<file path="src/rtl/mem_arb_pkg.sv">
// Shared types for the instruction/data RAM port arbiter.
package mem_arb_pkg;

  localparam int unsigned WaitW = 8;

  typedef enum logic {
    IDLE      = 1'b0,
    INS_BURST = 1'b1
  } arb_state_t;

  typedef enum logic [1:0] {
    OWN_NONE = 2'd0,
    OWN_INS  = 2'd1,
    OWN_DATA = 2'd2
  } owner_t;

  typedef struct packed {
    logic   valid;
    owner_t owner;
  } resp_entry_t;

endpackage

</file>
<file path="src/rtl/mem_port_arbiter_rd_resp_pipe.sv">
// Fixed-depth shift register tracking which requester owns each read in flight.
module rd_resp_pipe
  import mem_arb_pkg::*;
#(
  parameter int unsigned ReadLatency = 1
) (
  input  logic        clock,
  input  logic        reset,
  input  resp_entry_t entry_in,
  output resp_entry_t entry_out
);

  resp_entry_t stage [ReadLatency];

  // Shift one stage per cycle; reset discards every in-flight response.
  always_ff @(posedge clock or posedge reset) begin
    if (reset) begin
      for (int unsigned i = 0; i < ReadLatency; i++) begin
        stage[i] <= '0;
      end
    end else begin
      stage[0] <= entry_in;
      for (int unsigned i = 1; i < ReadLatency; i++) begin
        stage[i] <= stage[i-1];
      end
    end
  end

  assign entry_out = stage[ReadLatency-1];

endmodule

</file>
<file path="src/rtl/mem_port_arbiter.sv">
// Single-port RAM arbiter: locked instruction refill bursts with a starvation
// escape for the load/store unit, and owner-steered read responses.
module mem_port_arbiter
  import mem_arb_pkg::*;
#(
  parameter int unsigned dataW       = 32,
  parameter int unsigned RAMAddrSize = 16,
  parameter int unsigned ReadLatency = 1,
  parameter int unsigned MaxWait     = 8
) (
  input  logic                   clock,
  input  logic                   reset,
  input  logic                   ins_req,
  input  logic [RAMAddrSize-1:0] ins_addr,
  input  logic                   ins_last,
  output logic                   ins_gnt,
  output logic                   ins_rvalid,
  input  logic                   data_req,
  input  logic                   data_we,
  input  logic [RAMAddrSize-1:0] data_addr,
  input  logic [dataW-1:0]       data_wdata,
  input  logic [dataW/8-1:0]     data_be,
  output logic                   data_gnt,
  output logic                   data_rvalid,
  output logic [dataW-1:0]       rdata,
  output logic [RAMAddrSize-1:0] ram_addr,
  output logic                   ram_we,
  output logic [dataW/8-1:0]     ram_be,
  output logic [dataW-1:0]       ram_wdata,
  input  logic [dataW-1:0]       ram_rdata
);

  localparam int unsigned BeW = dataW / 8;

  arb_state_t       state;
  logic [WaitW-1:0] wait_cnt;
  logic             starved;
  resp_entry_t      resp_in;
  resp_entry_t      resp_out;

  assign starved = (wait_cnt >= WaitW'(MaxWait));

  // Grant decode: data wins in IDLE; inside a burst only on a bubble or starvation.
  always_comb begin
    ins_gnt  = 1'b0;
    data_gnt = 1'b0;
    if (!reset) begin
      case (state)
        IDLE: begin
          if (data_req)     data_gnt = 1'b1;
          else if (ins_req) ins_gnt  = 1'b1;
        end
        INS_BURST: begin
          if (data_req && (starved || !ins_req)) data_gnt = 1'b1;
          else if (ins_req)                      ins_gnt  = 1'b1;
        end
        default: ;
      endcase
    end
  end

  // RAM port mux; idle port is driven to all zeros.
  always_comb begin
    ram_addr  = '0;
    ram_we    = 1'b0;
    ram_be    = '0;
    ram_wdata = '0;
    if (data_gnt) begin
      ram_addr  = data_addr;
      ram_we    = data_we;
      ram_be    = data_be;
      ram_wdata = data_wdata;
    end else if (ins_gnt) begin
      ram_addr  = ins_addr;
    end
  end

  // Response entry for this cycle's grant; stores and idle cycles push an empty slot.
  always_comb begin
    resp_in = '0;
    if (ins_gnt) begin
      resp_in.valid = 1'b1;
      resp_in.owner = OWN_INS;
    end else if (data_gnt && !data_we) begin
      resp_in.valid = 1'b1;
      resp_in.owner = OWN_DATA;
    end
  end

  // Burst lock state and data starvation counter.
  always_ff @(posedge clock or posedge reset) begin
    if (reset) begin
      state    <= IDLE;
      wait_cnt <= '0;
    end else begin
      case (state)
        IDLE:      if (ins_gnt && !ins_last) state <= INS_BURST;
        INS_BURST: if (ins_gnt && ins_last)  state <= IDLE;
        default:   state <= IDLE;
      endcase
      if (data_gnt) begin
        wait_cnt <= '0;
      end else if (data_req && (wait_cnt != {WaitW{1'b1}})) begin
        wait_cnt <= wait_cnt + WaitW'(1);
      end
    end
  end

  rd_resp_pipe #(
    .ReadLatency (ReadLatency)
  ) u_rd_resp_pipe (
    .clock     (clock),
    .reset     (reset),
    .entry_in  (resp_in),
    .entry_out (resp_out)
  );

  assign ins_rvalid  = resp_out.valid && (resp_out.owner == OWN_INS);
  assign data_rvalid = resp_out.valid && (resp_out.owner == OWN_DATA);
  assign rdata       = reset ? '0 : ram_rdata;

  logic unused_be;
  assign unused_be = ^BeW;

endmodule

</file>
<file path="config.mk">
export PLATFORM = sky130hd
export DESIGN_NAME = mem_port_arbiter
export DESIGN_NICKNAME = d
export VERILOG_FILES = /design/src/rtl/mem_arb_pkg.sv /design/src/rtl/mem_port_arbiter_rd_resp_pipe.sv /design/src/rtl/mem_port_arbiter.sv
export SDC_FILE = /design/constraint.sdc
export NUM_CORES = 1
export LEC_CHECK = 0
export ABC_AREA = 0
export BUFFER_PORTS_ARGS = -buffer_cell sky130_fd_sc_hd__buf_2
export CAP_MARGIN = 10
export CORE_MARGIN = 5
export CORE_UTILIZATION = 29
export CTS_CLUSTER_SIZE = 8
export DETAILED_ROUTE_END_ITERATION = 8
export PLACE_DENSITY = 0.91
export SLEW_MARGIN = 30
export SYNTH_ARGS = -nofsm -noshare
export SYNTH_HDL_FRONTEND = slang
export SYNTH_SLANG_ARGS = --single-unit
</file>
<file path="constraint.sdc">
create_clock -name clock -period 2.2 [get_ports clock]
set_input_delay 0.22 -clock clock [delete_from_list [all_inputs] [get_ports clock]]
set_output_delay 0.22 -clock clock [all_outputs]
set_load 0.02 [all_outputs]
</file>
# After elaboration in Yosys (flattened, before gate mapping)
# Cells that the tools add are included.
[word_totals] inputBits=106 reg_bits=12
[op_classes] bitwise=1 addsub=1 mux=22 reduce_logical=12 eq_ne=3 order_cmp=1
[ops] cell="32-bit two-way mux" n=2
[ops] cell="16-bit two-way mux" n=2
[ops] cell="8-bit two-way mux" n=2
[ops] cell="1-bit two-way mux" n=10
[ops] cell="8-bit by 1-bit adder with 8-bit output (second input constant)" n=1
[ops] cell="8-bit by 4-bit greater-or-equal comparator with 1-bit output (second input constant)" n=1
[ops] cell="8-bit != test (second input constant)" n=1
[ops] cell="1-bit logical AND" n=7
[ops] cell="3-bit two-way mux" n=2
[ops] cell="1-bit case mux with 2 select lines" n=3
[ops] cell="4-bit two-way mux" n=1
[ops] cell="1-bit logical NOT" n=3
[ops] cell="2-bit by 1-bit == test with 1-bit output (second input constant)" n=1
[ops] cell="2-bit == test (second input constant)" n=1
[ops] cell="2-bit nonzero test" n=1
[ops] cell="1-bit logical OR" n=1
[ops] cell="1-bit inverter" n=1

# Logic depth before layout (Yosys ltp)
[depth] ltp_word=9 ltp_mapped=6 mapped_depth_nobuf=5

# By module
# A second synthesis with hierarchy kept.
[unflattened] cells_unflattened=159 area_unflattened_um2=1303.8
[modules_own_cells] module="mem_port_arbiter" area_each_um2=1224.9 cells_per_inst=155 n_inst=1
[modules_own_cells] module="rd_resp_pipe" area_each_um2=78.8 cells_per_inst=4 n_inst=1

# Least setup slack after synthesis
# Ideal clock, no wire load.
[synth_timing] path_type="reg-to-output" from="reg wait_cnt[3]" to="out ram_addr[10]" arrival_time_ns=1.776 n_path_buf=2 path_slack_ns=0.204 stages_incl_launch_ff=7 required_ns=1.980 path_cell_list="dfrtp_1 > or3_1 > o41ai_4 > and3_1 > buf_6 > buf_6 > a22o_1"
[synth_between] elab_chain_len=8
[synth_lines] element="start: declaration" line_no="mem_port_arbiter.sv:36" source="logic [WaitW-1:0] wait_cnt;"
[synth_lines] element="start signal: assignment" line_no="mem_port_arbiter.sv:104" source="wait_cnt <= wait_cnt + WaitW'(1);"
[synth_lines] element="8-bit by 4-bit greater-or-equal comparator with 1-bit output" line_no="mem_port_arbiter.sv:41" source="assign starved = (wait_cnt >= WaitW'(MaxWait));"
[synth_lines] element="1-bit logical OR" line_no="mem_port_arbiter.sv:54" source="if (data_req && (starved || !ins_req)) data_gnt = 1'b1;"
[synth_lines] element="1-bit logical AND" line_no="mem_port_arbiter.sv:54"
[synth_lines] element="1-bit two-way mux" line_no="mem_port_arbiter.sv:54"
[synth_lines] element="1-bit case mux with 2 select lines" line_no="mem_port_arbiter.sv:48" source="case (state)"
[synth_lines] element="1-bit two-way mux" line_no="mem_port_arbiter.sv:47" source="if (!reset) begin"
[synth_lines] element="named net ins_gnt" line_no="mem_port_arbiter.sv:16" source="output logic ins_gnt,"
[synth_lines] element="16-bit two-way mux" line_no="mem_port_arbiter.sv:73" source="end else if (ins_gnt) begin"
[synth_lines] element="16-bit two-way mux" line_no="mem_port_arbiter.sv:68" source="if (data_gnt) begin"
[synth_lines] element="end: declaration" line_no="mem_port_arbiter.sv:26" source="output logic [RAMAddrSize-1:0] ram_addr,"
# The timed path passes the listed nets, and every way through them passes these cells.

# Final worst setup path
[layout_timing] from="reg wait_cnt[6]" to="out ram_addr[6]"
[layout_between] elab_chain_len=8
[layout_lines] element="8-bit by 4-bit greater-or-equal comparator with 1-bit output (*)" line_no="mem_port_arbiter.sv:41"
[layout_lines] element="1-bit logical OR (*)" line_no="mem_port_arbiter.sv:54"
[layout_lines] element="1-bit logical AND (*)" line_no="mem_port_arbiter.sv:54"
[layout_lines] element="1-bit two-way mux" line_no="mem_port_arbiter.sv:54"
[layout_lines] element="1-bit case mux with 2 select lines" line_no="mem_port_arbiter.sv:48"
[layout_lines] element="1-bit two-way mux" line_no="mem_port_arbiter.sv:47"
[layout_lines] element="16-bit two-way mux" line_no="mem_port_arbiter.sv:73"
[layout_lines] element="16-bit two-way mux (*)" line_no="mem_port_arbiter.sv:68"
# Every way passes the cells marked *; elsewhere a longest branch is shown, timed or not.

==> flow_metrics.tcl <==
set metrics [dict create \
    outcome "finished, violations left" \
    violations "negative setup slack" \
    overflow 0 \
    synth-seq-cells 12 \
    clk_latency_ns 0.24 \
    chipHeight_um 75.9 \
    crit_fanout 8 \
    die-area_mm2 0.00577 \
    wl_um 7090 \
    fp-row-count 24 \
    timing.rr.end "wait_cnt[3]" \
    grtUsageTotal 0.223 \
    num_io_pins 195 \
    irDropWorstVdd_mv 0.247 \
    dpl.cell_count 399 \
    dr.pass1.iters 5 \
    path_clk_slew_ns 0.06 \
    setup_viol 34 \
    fp.coreArea_mm2 0.00429 \
    worst_ep_arrival_time_ns 2.04 \
    preCtsSetupSlack_ns 0.0810 \
    finalCriticalPeriod_ns 2.26 \
    grt_pass1_wl_um 10500 \
    antenna_cells 0 \
    power.density_mw_per_mm2 459 \
    grt_pass1_vias 1989 \
    num_vias 1956 \
    drt_first_iter_violations 85 \
    grt_setup_unrepaired "true" \
    slowest_delay_ns 0.40 \
    final_common_cell "buf_2" \
    die_width_um 75.9 \
    via_per_inst 4.78 \
    cts_max_level 1 \
    clockBufferDepth 2 \
    finalNonFillerCells 409 \
    fin_util 0.634 \
    cts_tree "done" \
    ys.flop_type "dfrtp_1" \
    dp_hpwl_um 5470 \
    ff2ff_path_depth 6 \
    port_buffers 194 \
    startpoint "wait_cnt[6]" \
    drc 0 \
    r2r_slack_ns 0.44 \
    antenna_found_initial 0 \
    crit_type "reg2out" \
    drv_slew 0 \
    fin_crit_sh 1.03 \
    netlist_instances 160 \
    cts_inserted_buffers 3 \
    synth_nets 268 \
    holdCritPathClass "in2async" \
    worstSetupPathDepth 7 \
    root_buffer "clkbuf_8" \
    fin_nets 466 \
    ys_warn_count 0 \
    cts_hold_buf 0 \
    layout_setup_ws_ns -0.0622 \
    relSlewSlack 0.683 \
    finClkSkew_ns 0.00539 \
    cp_num_buf_inv 3 \
    clock.fmax_mhz 442 \
    cp-endpoint "ram_addr[6]" \
    mostFrequentLayoutCells "buf_2, buf_6, nor2b_1" \
    syn_area_mm2 0.00126 \
    cts_sinks 12 \
    synth_edf_count 0 \
    yosys.cell_types.count 30 \
    power.total_mw 1.25 \
    p_leak_nw 1.56 \
    drv_cap 0 \
    cp-start-kind "flop" \
    post_drt_wl_per_cell_um 17.3 \
    slowest_stage "or3_4" \
    path_cells "or3_4, o41ai_4, buf_4, nor2_4, buf_12, a22o_1, buf_6" \
    place_congestion 0.945 \
    drive_gt1_frac 0.647 \
    worstMarginPinSlew_ns 0.472 \
    grt_max_degree 33 \
    required_ns 1.98 \
    hold_violations 0 \
    avgSynthCellArea_um2 7.88 \
    area_delta_synth_final_pct 116 \
    r2r-start "wait_cnt[6]" \
    critPathCaptureType "output pin" \
    drtAntennaViolNets 0 \
    crit_family "compound AO/OA/AOI/OAI gates" \
    synthArstFlopShare 1.00 \
    start_util 0.294 \
    ys_seq_area_frac 0.238 \
]
timing repair:
item | 4_1_cts | 5_1_grt
pin swaps | 11 | 20
resized for setup | 56 | 33
setup endpoints to repair | 53 | 52
setup buffers | 3 | 0
gates cloned | 2 | 1
routing by layer:
metal / part of all wire / wire [um] / GRT usage
met1: 0.35 / 2510 / 0.248
met2: 0.52 / 3720 / 0.397
met3: 0.098 / 696 / 0.0770
met4: 0.023 / 163 / 0.0623
met5: 0 / 0 / 0
synth_stat cells, types with 3 or more instances:
| cell | number | share of area |
|---|---|---|
| nor2b_1 | 32 | 0.16 |
| inv_1 | 5 | 0.015 |
| dfrtp_1 | 12 | 0.24 |
| a22o_1 | 16 | 0.11 |
| nand2_1 | 5 | 0.015 |
| nor3_1 | 5 | 0.020 |
| buf_2 | 3 | 0.012 |
| nor2_1 | 9 | 0.027 |
| and4_1 | 3 | 0.021 |
| and2_1 | 36 | 0.18 |
| clkbuf_1 | 8 | 0.024 |
| nand3_1 | 3 | 0.012 |
stage by stage:
stage / hold slack, ns / TNS (ns) / cell area (um^2)
final: 0.0327 / -0.687 / 2720
after global routing: 0.0567 / -2.17 / 2720
after CTS: 0.0353 / -2.78 / 2600
after detailed placement: 0.296 / 0 / 2310
after global placement: 0.293 / 0 / 2310
after floorplan: 0.284 / 0 / 1260
cell families (layout without fill, tap and decap cells):
family / Yosys count / in the layout / synth area share
buffers and inverters: 18 / 215 / 0.0685
AOI/OAI and AO/OA: 25 / 25 / 0.178
DFF: 12 / 12 / 0.238
xor gates and xnor gates: 3 / 3 / 0.0208
muxes: 2 / 2 / 0.0159
and+or+nand+nor: 98 / 98 / 0.459
adders and majority gates: 2 / 2 / 0.0198
worst min-delay path by stage:
stage	startpoint	endpoint	slack (ns)	depth (start not counted)
after CTS	reset	wait_cnt[5]	0.04	3
after global routing	reset	wait_cnt[5]	0.06	3
after floorplan	reset	asynchronous set/reset pin	0.28	2
final	reset	wait_cnt[5]	0.03	3
after detailed placement	reset	wait_cnt[5]	0.30	3
after global placement	reset	wait_cnt[7]	0.29	3
area by class of cell:
cell class | instances | area, um^2
inverter | 5 | 18.8
fill | 375 | 1570
timing repair buffer | 206 | 1350
multi-input combinational | 130 | 930
tap | 52 | 65.1
clock buffer | 4 | 55.1
sequential | 12 | 300
sequential cells by signal, indices dropped and copies added, names as in the netlist, named ones only:
| name | count |
|---|---|
| wait_cnt | 8 |
| u_rd_resp_pipe.entry_out | 3 |
where the power goes:
part	internal (mW)	switching, mW
registers	0.260	0.0319
clock network	0.158	0.0821
logic	0.353	0.363
total	0.771	0.477
tightest hold or removal path: stages:
cell	delay, ns
buf_2	0.14
inv_1	0.07
buf_4	0.20
No activity file was read; power rests on OpenSTA's default activity.
